`src/rtl/binary_div_bi.sv`:
```
// Sequential signed restoring divider, constant latency, start/busy/done.
// Recovers quotient and remainder of a DW-bit dividend by a VW-bit divisor.
module binary_div_bi #(
  parameter int DW = 5,
  parameter int VW = 3
) (
  input  logic          clk,
  input  logic          rst,
  input  logic          en,
  input  logic          start,
  input  logic [DW-1:0] A,
  input  logic [VW-1:0] B,
  output logic [DW-1:0] Q,
  output logic [VW-1:0] R,
  output logic          busy,
  output logic          done,
  output logic          dz,
  output logic          ovf
);

  localparam int CW = (DW > 1) ? $clog2(DW) : 1;

  typedef enum logic [2:0] {
    S_IDLE,
    S_PREP,
    S_ITER,
    S_FIX,
    S_DONE
  } state_t;

  state_t state, state_nx;

  logic [DW-1:0] a_q;
  logic [VW-1:0] b_q;
  logic [DW-1:0] dvd;
  logic [VW-1:0] dsr;
  logic [VW-1:0] rem;
  logic [CW-1:0] cnt;
  logic          neg_a;
  logic          neg_q;

  logic          accept;
  logic [VW:0]   rem_sh;
  logic          fits;
  logic          is_ovf;

  assign accept = start && (state == S_IDLE || state == S_DONE);
  assign busy   = (state == S_PREP) || (state == S_ITER) || (state == S_FIX);
  assign done   = (state == S_DONE);

  // Magnitudes are unsigned here, so |most-negative| fits without a sign bit.
  assign rem_sh = {rem, dvd[DW-1]};
  assign fits   = rem_sh >= {1'b0, dsr};
  assign is_ovf = (a_q == {1'b1, {(DW-1){1'b0}}}) && (b_q == '1);

  always_ff @(posedge clk or posedge rst) begin
    if (rst)
      state <= S_IDLE;
    else if (en)
      state <= state_nx;
  end

  always_comb begin
    state_nx = state;
    unique case (state)
      S_IDLE: if (start) state_nx = S_PREP;
      S_PREP: state_nx = S_ITER;
      S_ITER: if (cnt == CW'(DW-1)) state_nx = S_FIX;
      S_FIX:  state_nx = S_DONE;
      S_DONE: state_nx = start ? S_PREP : S_IDLE;
      default: state_nx = S_IDLE;
    endcase
  end

  always_ff @(posedge clk or posedge rst) begin
    if (rst) begin
      a_q   <= '0;
      b_q   <= '0;
      dvd   <= '0;
      dsr   <= '0;
      rem   <= '0;
      cnt   <= '0;
      neg_a <= 1'b0;
      neg_q <= 1'b0;
      Q     <= '0;
      R     <= '0;
      dz    <= 1'b0;
      ovf   <= 1'b0;
    end else if (en) begin
      if (accept) begin
        a_q <= A;
        b_q <= B;
      end
      unique case (state)
        S_PREP: begin
          dvd   <= a_q[DW-1] ? -a_q : a_q;
          dsr   <= b_q[VW-1] ? -b_q : b_q;
          rem   <= '0;
          cnt   <= '0;
          neg_a <= a_q[DW-1];
          neg_q <= a_q[DW-1] ^ b_q[VW-1];
        end
        S_ITER: begin
          rem <= fits ? VW'(rem_sh - {1'b0, dsr}) : VW'(rem_sh);
          dvd <= {dvd[DW-2:0], fits};
          cnt <= cnt + 1'b1;
        end
        S_FIX: begin
          if (b_q == '0) begin
            Q   <= '0;
            R   <= '0;
            dz  <= 1'b1;
            ovf <= 1'b0;
          end else begin
            Q   <= neg_q ? -dvd : dvd;
            R   <= neg_a ? -rem : rem;
            dz  <= 1'b0;
            ovf <= is_ovf;
          end
        end
        default: ;
      endcase
    end
  end

endmodule

```
`config.mk`:
```
export PLATFORM = sky130hd
export DESIGN_NAME = binary_div_bi
export DESIGN_NICKNAME = d
export VERILOG_FILES = /design/src/rtl/binary_div_bi.sv
export SDC_FILE = /design/constraint.sdc
export NUM_CORES = 1
export LEC_CHECK = 0
export CAP_MARGIN = 10
export CORE_ASPECT_RATIO = 0.5
export CORE_MARGIN = 3
export CORE_UTILIZATION = 25
export CTS_CLUSTER_SIZE = 14
export DETAILED_ROUTE_END_ITERATION = 10
export PLACE_DENSITY = 0.53
export SYNTH_ARGS = -nofsm -noshare
export SYNTH_HDL_FRONTEND = slang
export SYNTH_SLANG_ARGS = --single-unit
```
`constraint.sdc`:
```
create_clock -name clk -period 3 [get_ports clk]
set_input_delay 0.6 -clock clk [delete_from_list [all_inputs] [get_ports clk]]
set_output_delay 0.6 -clock clk [all_outputs]
set_load 0.01 [all_outputs]
```
==> flow_summary.json, run 1 <==
{
  "status": "finished clean",
  "clk_pin_slew_ps": 60,
  "wirelength_um": 4120,
  "grt_overflow_total": 0,
  "clock_path_buffers": 2,
  "cts-root-buf": "clkbuf_16",
  "finalCriticalPeriod_ps": 2210,
  "syn_nets": 220,
  "final_cell_mix": "dfrtp_1 (37), nand2_1 (23), clkdlybuf4s50_1 (23)",
  "hp-class": "register to register",
  "synth-main-ff-cell": "dfrtp_1",
  "crit_family": "buffers and inverters",
  "slew_viol_final": 0,
  "core_area_um2": 7540,
  "row_count": 22,
  "die_x_um": 132,
  "netlist_instances": 197,
  "critical_path_class": "register to output pin",
  "timing.final.crit_share_pct": 73.7,
  "area_growth_pct": 22.7,
  "wl_per_cell_um": 12.6,
  "synthArstFlopShare_pct": 100,
  "netlist_area_um2": 2000,
  "slew_headroom_pct": 65.8,
  "finalSetupTns_ps": 0,
  "yosys_warnings": 0,
  "cp_max_fo": 5,
  "dieArea_um2": 9160,
  "routabilityCongestion": 0.793,
  "p_total_mw": 2.73,
  "skew_ps": 4.17,
  "ant_nets": 0,
  "grt.total_usage_pct": 9.46,
  "pwr-share-comb_pct": 44.4,
  "antenna_cells": 0,
  "ioPinCount": 24,
  "drive_gt1_share_pct": 10.0,
  "grt_setup_unrepaired": "false",
  "cts_tree": "built",
  "setup_viol": 0,
  "viasPerCell": 4.29,
  "critPathBufInv": 2,
  "yosysTopAreaCell": "dfrtp_1",
  "crit_path_start_kind": "register",
  "fmax_ghz": 0.452,
  "vdd_drop_max_uv": 285,
  "drv_cap": 0,
  "cp_data_arrival_time_ps": 1610,
  "required_ps": 2400,
  "tightestPinTransition_ps": 513,
  "hold_viol": 0,
  "antenna_found_initial": 0,
  "h-tree-depth": 2,
  "holdBufCountCts": 0,
  "slowest_stage": "clkdlybuf4s50_1",
  "p_per_area_nw_per_um2": 1110,
  "fillerInstances": 779,
  "crit_path_end_kind": "output pin",
  "initialDrtViolationCount": 54,
  "die_h_um": 69.2,
  "nets": 242,
  "num_vias": 1407,
  "dpl_cell_area_um2": 2300,
  "drc": 0,
  "path_cells": "inv_1 -> nor3_1 -> clkdlybuf4s50_1",
  "p_sw_mw": 1.09,
  "post-route-cell-area_um2": 2450,
  "ys_seq_area_share_pct": 46.4,
  "grt_pass1_wl_um": 6910,
  "ys_types": 42,
  "post-route-util_pct": 32.5,
  "p_clk_share_pct": 19.2,
  "final_common_cell": "dfrtp_1",
  "numCtsBuffers": 5,
  "synth-seq-cells": 37,
  "synth_area_leaders": "dfrtp_1 (46%), ha_1 (6.3%), nand2_1 (4.3%), o21ai_1 (4.3%), inv_1 (3.8%)",
  "start_util_pct": 26.5,
  "p_int_mw": 1.64,
  "synth-edff-count": 0,
  "grt_max_degree": 38,
  "netlist.area_leader.share_pct": 46.4,
  "clk_latency_ps": 280,
  "hpwl_um": 3150,
  "hold-worst-slack_ps": 484,
  "power_frac_seq_pct": 36.4,
  "grt_pass1_vias": 1360,
  "post_cts_buffers": 0,
  "cts_resized": 0,
  "io_buffers": 23,
  "crit_path_max_incr_delay_ps": 560,
  "syn_avg_cell_area_um2": 10.1,
  "p_leak_nw": 1.07,
  "sw_frac_of_total_pct": 40.0,
  "clock-sinks": 37,
  "drt_first_pass_iters": 4
}
worst reg2reg max path, stage by stage (launching register included):
cell and delay (ps):
dfrtp_1 380, inv_1 90, ha_1 210, fa_1 400, nand2b_1 190, nand3_1 200, mux2i_1 290, a32o_1 200
final timing paths:
check                           startpoint       end  slack (ps)  cells past startpoint
max in group asynchronous              rst  state[2]        1940                      3
min in group asynchronous              rst      Q[3]         720                      3
worst max register to register      dvd[4]    rem[1]         980                      7
worst max-delay path              state[2]      done         790                      3
worst min-delay path                  Q[4]      Q[4]         480                      2
worst min register to register        Q[4]      Q[4]         480                      2
power groups by stage:
stage          clock network (mW)  logic [mW]  registers, mW
3_5_place_dp                    0        1.23           1.00
4_1_cts                     0.531        1.23          0.994
6_report                    0.523        1.21          0.991
3_3_place_gp                    0        1.19          0.997
5_1_grt                     0.556        1.38           1.03
2_1_floorplan                   0       0.929          0.922
cell families after synthesis:
kind of cell / after synthesis / share of synthesized area (%)
AO/OA/AOI/OAI: 47 / 14.9
flip-flops: 37 / 46.4
buffers and inverters: 29 / 7.14
XOR/XNOR: 8 / 3.51
multiplexers: 12 / 6.70
adder cells (fa/ha/maj): 11 / 7.27
AND/OR/NAND/NOR: 53 / 14.1
metrics by stage:
step | setup slack (ps) | std cells
finish | 790 | 328
floorplan | 1260 | 197
global route | 683 | 328
global placement | 664 | 320
CTS | 790 | 328
detailed placement | 609 | 320
metal layers:
metal / wire length, µm / track usage, % / up-vias
met5: 0 / 0 / -
met4: 65 / 3.80 / 0
met3: 123 / 2.61 / 6
li1: - / - / 705
met1: 2180 / 13.7 / 676
met2: 1750 / 13.3 / 20
synth_stat cells (2+ instances only):
master,n
dfrtp_1,37
nand2_1,23
inv_1,20
o21ai_1,17
nor2_1,11
ha_1,10
mux2i_1,7
a21oi_1,6
o21ai_0,5
xnor2_1,5
o31ai_1,4
a21boi_0,3
a32o_1,3
buf_2,3
buf_6,3
mux2_2,3
nand2b_1,3
nand3_1,3
nor2b_1,3
xor2_1,3
buf_4,2
mux2_4,2
o22ai_1,2
sequential cells by signal, indices dropped and copies added (netlist names):
register	count
Q	5
neg_q	1
R	3
dvd	5
dsr	3
a_q	5
dz	1
ovf	1
b_q	3
neg_a	1
cnt	3
state	3
rem	3
final cells by class:
type	instances	area (µm²)	area share [%]
clock buffers	5	125	5.11
well taps	108	135	5.52
clock inverters	3	22.5	0.919
multi-input cells	131	928	37.9
repair buffers	24	238	9.70
inverters	20	75.1	3.06
flip-flops and latches	37	926	37.8
(Power assumes the default switching activity.)
==> inputs of run 2 (changes only) <==
==> constraint.sdc (replaced) <==
create_clock -name clk -period 2.26 [get_ports clk]
set_input_delay 0.452 -clock clk [delete_from_list [all_inputs] [get_ports clk]]
set_output_delay 0.452 -clock clk [all_outputs]
set_load 0.01 [all_outputs]
==> run 2 against run 1 <==
Effect of this change:
- sequential power grew 33%
- via count grew 1.0%
- worst hold slack worse by 2.3 ps
- sequential cell count is the same
- sequential share of layout area shrank 0.27 points
==> flow_summary.json, run 2 (synthesized netlist as in run 1, its figures left out) <==
{
  "status": "finished clean",
  "io_buffers": 23,
  "multi_input_area_um2": 928,
  "dieArea_um2": 9160,
  "hold-worst-slack_ps": 482,
  "slew_headroom_pct": 64.2,
  "viasPerCell": 4.31,
  "cts_resized": 0,
  "timing.final.crit_share_pct": 90.2,
  "wl_per_cell_um": 12.5,
  "hp-class": "register to register",
  "core_area_um2": 7540,
  "fmax_ghz": 0.491,
  "numCtsBuffers": 5,
  "p_leak_nw": 1.10,
  "grt_pass1_vias": 1444,
  "grt_overflow_total": 0,
  "grt_setup_unrepaired": "false",
  "die_h_um": 69.2,
  "grt.total_usage_pct": 9.56,
  "initialDrtViolationCount": 68,
  "setup_viol": 0,
  "instances_no_fill": 330,
  "drt_first_pass_iters": 4,
  "holdBufCountCts": 0,
  "finalSetupTns_ps": 0,
  "antenna_found_initial": 0,
  "crit_path_start_kind": "register",
  "skew_ps": 2.61,
  "clock_path_buffers": 2,
  "p_per_area_nw_per_um2": 1450,
  "cp_data_arrival_time_ps": 1590,
  "grt_max_degree": 38,
  "cp_max_fo": 9,
  "wirelength_um": 4130,
  "grt_pass1_wl_um": 7160,
  "dp_cells": 323,
  "finalCriticalPeriod_ps": 2040,
  "hold_viol": 0,
  "crit_path_end_kind": "output pin",
  "slew_viol_final": 0,
  "dpl_cell_area_um2": 2320,
  "clk_latency_ps": 270,
  "hpwl_um": 3140,
  "start_util_pct": 26.5,
  "cts_tree": "built",
  "tightestPinTransition_ps": 537,
  "post_cts_buffers": 0,
  "clk_pin_slew_ps": 50,
  "nets": 245,
  "h-tree-depth": 2,
  "final_common_cell": "dfrtp_1",
  "num_vias": 1421,
  "routabilityCongestion": 0.821,
  "final_cell_mix": "dfrtp_1 (37), nand2_1 (23), clkdlybuf4s50_1 (23)",
  "post-route-util_pct": 32.7,
  "cts-root-buf": "clkbuf_16",
  "drv_cap": 0,
  "post-route-cell-area_um2": 2470,
  "area_growth_pct": 23.6,
  "critical_path_class": "register to output pin",
  "die_x_um": 132,
  "clock-sinks": 37,
  "reg.largest.list": "Q: 5 flops, a_q: 5 flops, dvd: 5 flops",
  "row_count": 22,
  "required_ps": 1810,
  "vdd_drop_max_uv": 349,
  "antenna_cells": 0,
  "fillerInstances": 790,
  "register_area_um2": 926,
  "ant_nets": 0,
  "ioPinCount": 24,
  "drc": 0,
  "drive_gt1_share_pct": 10.4
}
==> run 2: cell types whose count changed in the layout (fill, tap and decap cells not counted) <==
cell        delta
buf_4          +3
clkinvlp_4     -3
clkbuf_1       +1
clkbuf_8       +1
==> run 2: worst paths after layout <==
path	from	endpoint	slack (ps)	depth (start not counted)
max	state[0]	done	220	2
min	Q[4]	Q[4]	480	2
max reg2reg	dvd[4]	rem[1]	340	7
min reg2reg	Q[4]	Q[4]	480	2
max in group asynchronous	rst	Q[4]	1330	3
min in group asynchronous	rst	Q[2]	600	3
==> run 2: final cells by class <==
type,instances,share of cell area [%]
multi-input combinational,131,37.6
sequential,37,37.5
timing repair buffer,27,10.5
clock buffer,7,5.78
tap,108,5.48
inverter,20,3.04
==> run 2: per-stage QoR <==
| step | power [mW] | setup slack, ps |
|---|---|---|
| 6_report | 3.59 | 222 |
| 5_1_grt | 3.91 | 85.8 |
| 4_1_cts | 3.65 | 197 |
| 3_5_place_dp | 2.96 | 250 |
| 3_3_place_gp | 2.91 | 275 |
| 2_1_floorplan | 2.46 | 523 |
==> run 2: power by group <==
group | switching [mW] | internal (mW)
registers | 0.350 | 0.971
clock network | 0.235 | 0.432
logic | 0.799 | 0.803
total | 1.38 | 2.21
==> run 2: worst max-delay path, stage by stage, from the launching register on <==
cell             delay, ps
dfrtp_1                510
nor3_1                 230
clkdlybuf4s50_1        560
==> run 2: layer usage <==
metal | share of wire (%) | track usage [%] | vias up | wire, µm
met4 | 1.6 | 3.11 | 0 | 68
met1 | 52 | 13.4 | 678 | 2150
met5 | 0 | 0 | - | 0
met3 | 3.0 | 2.46 | 7 | 124
li1 | - | - | 715 | -
met2 | 43 | 14.4 | 21 | 1790
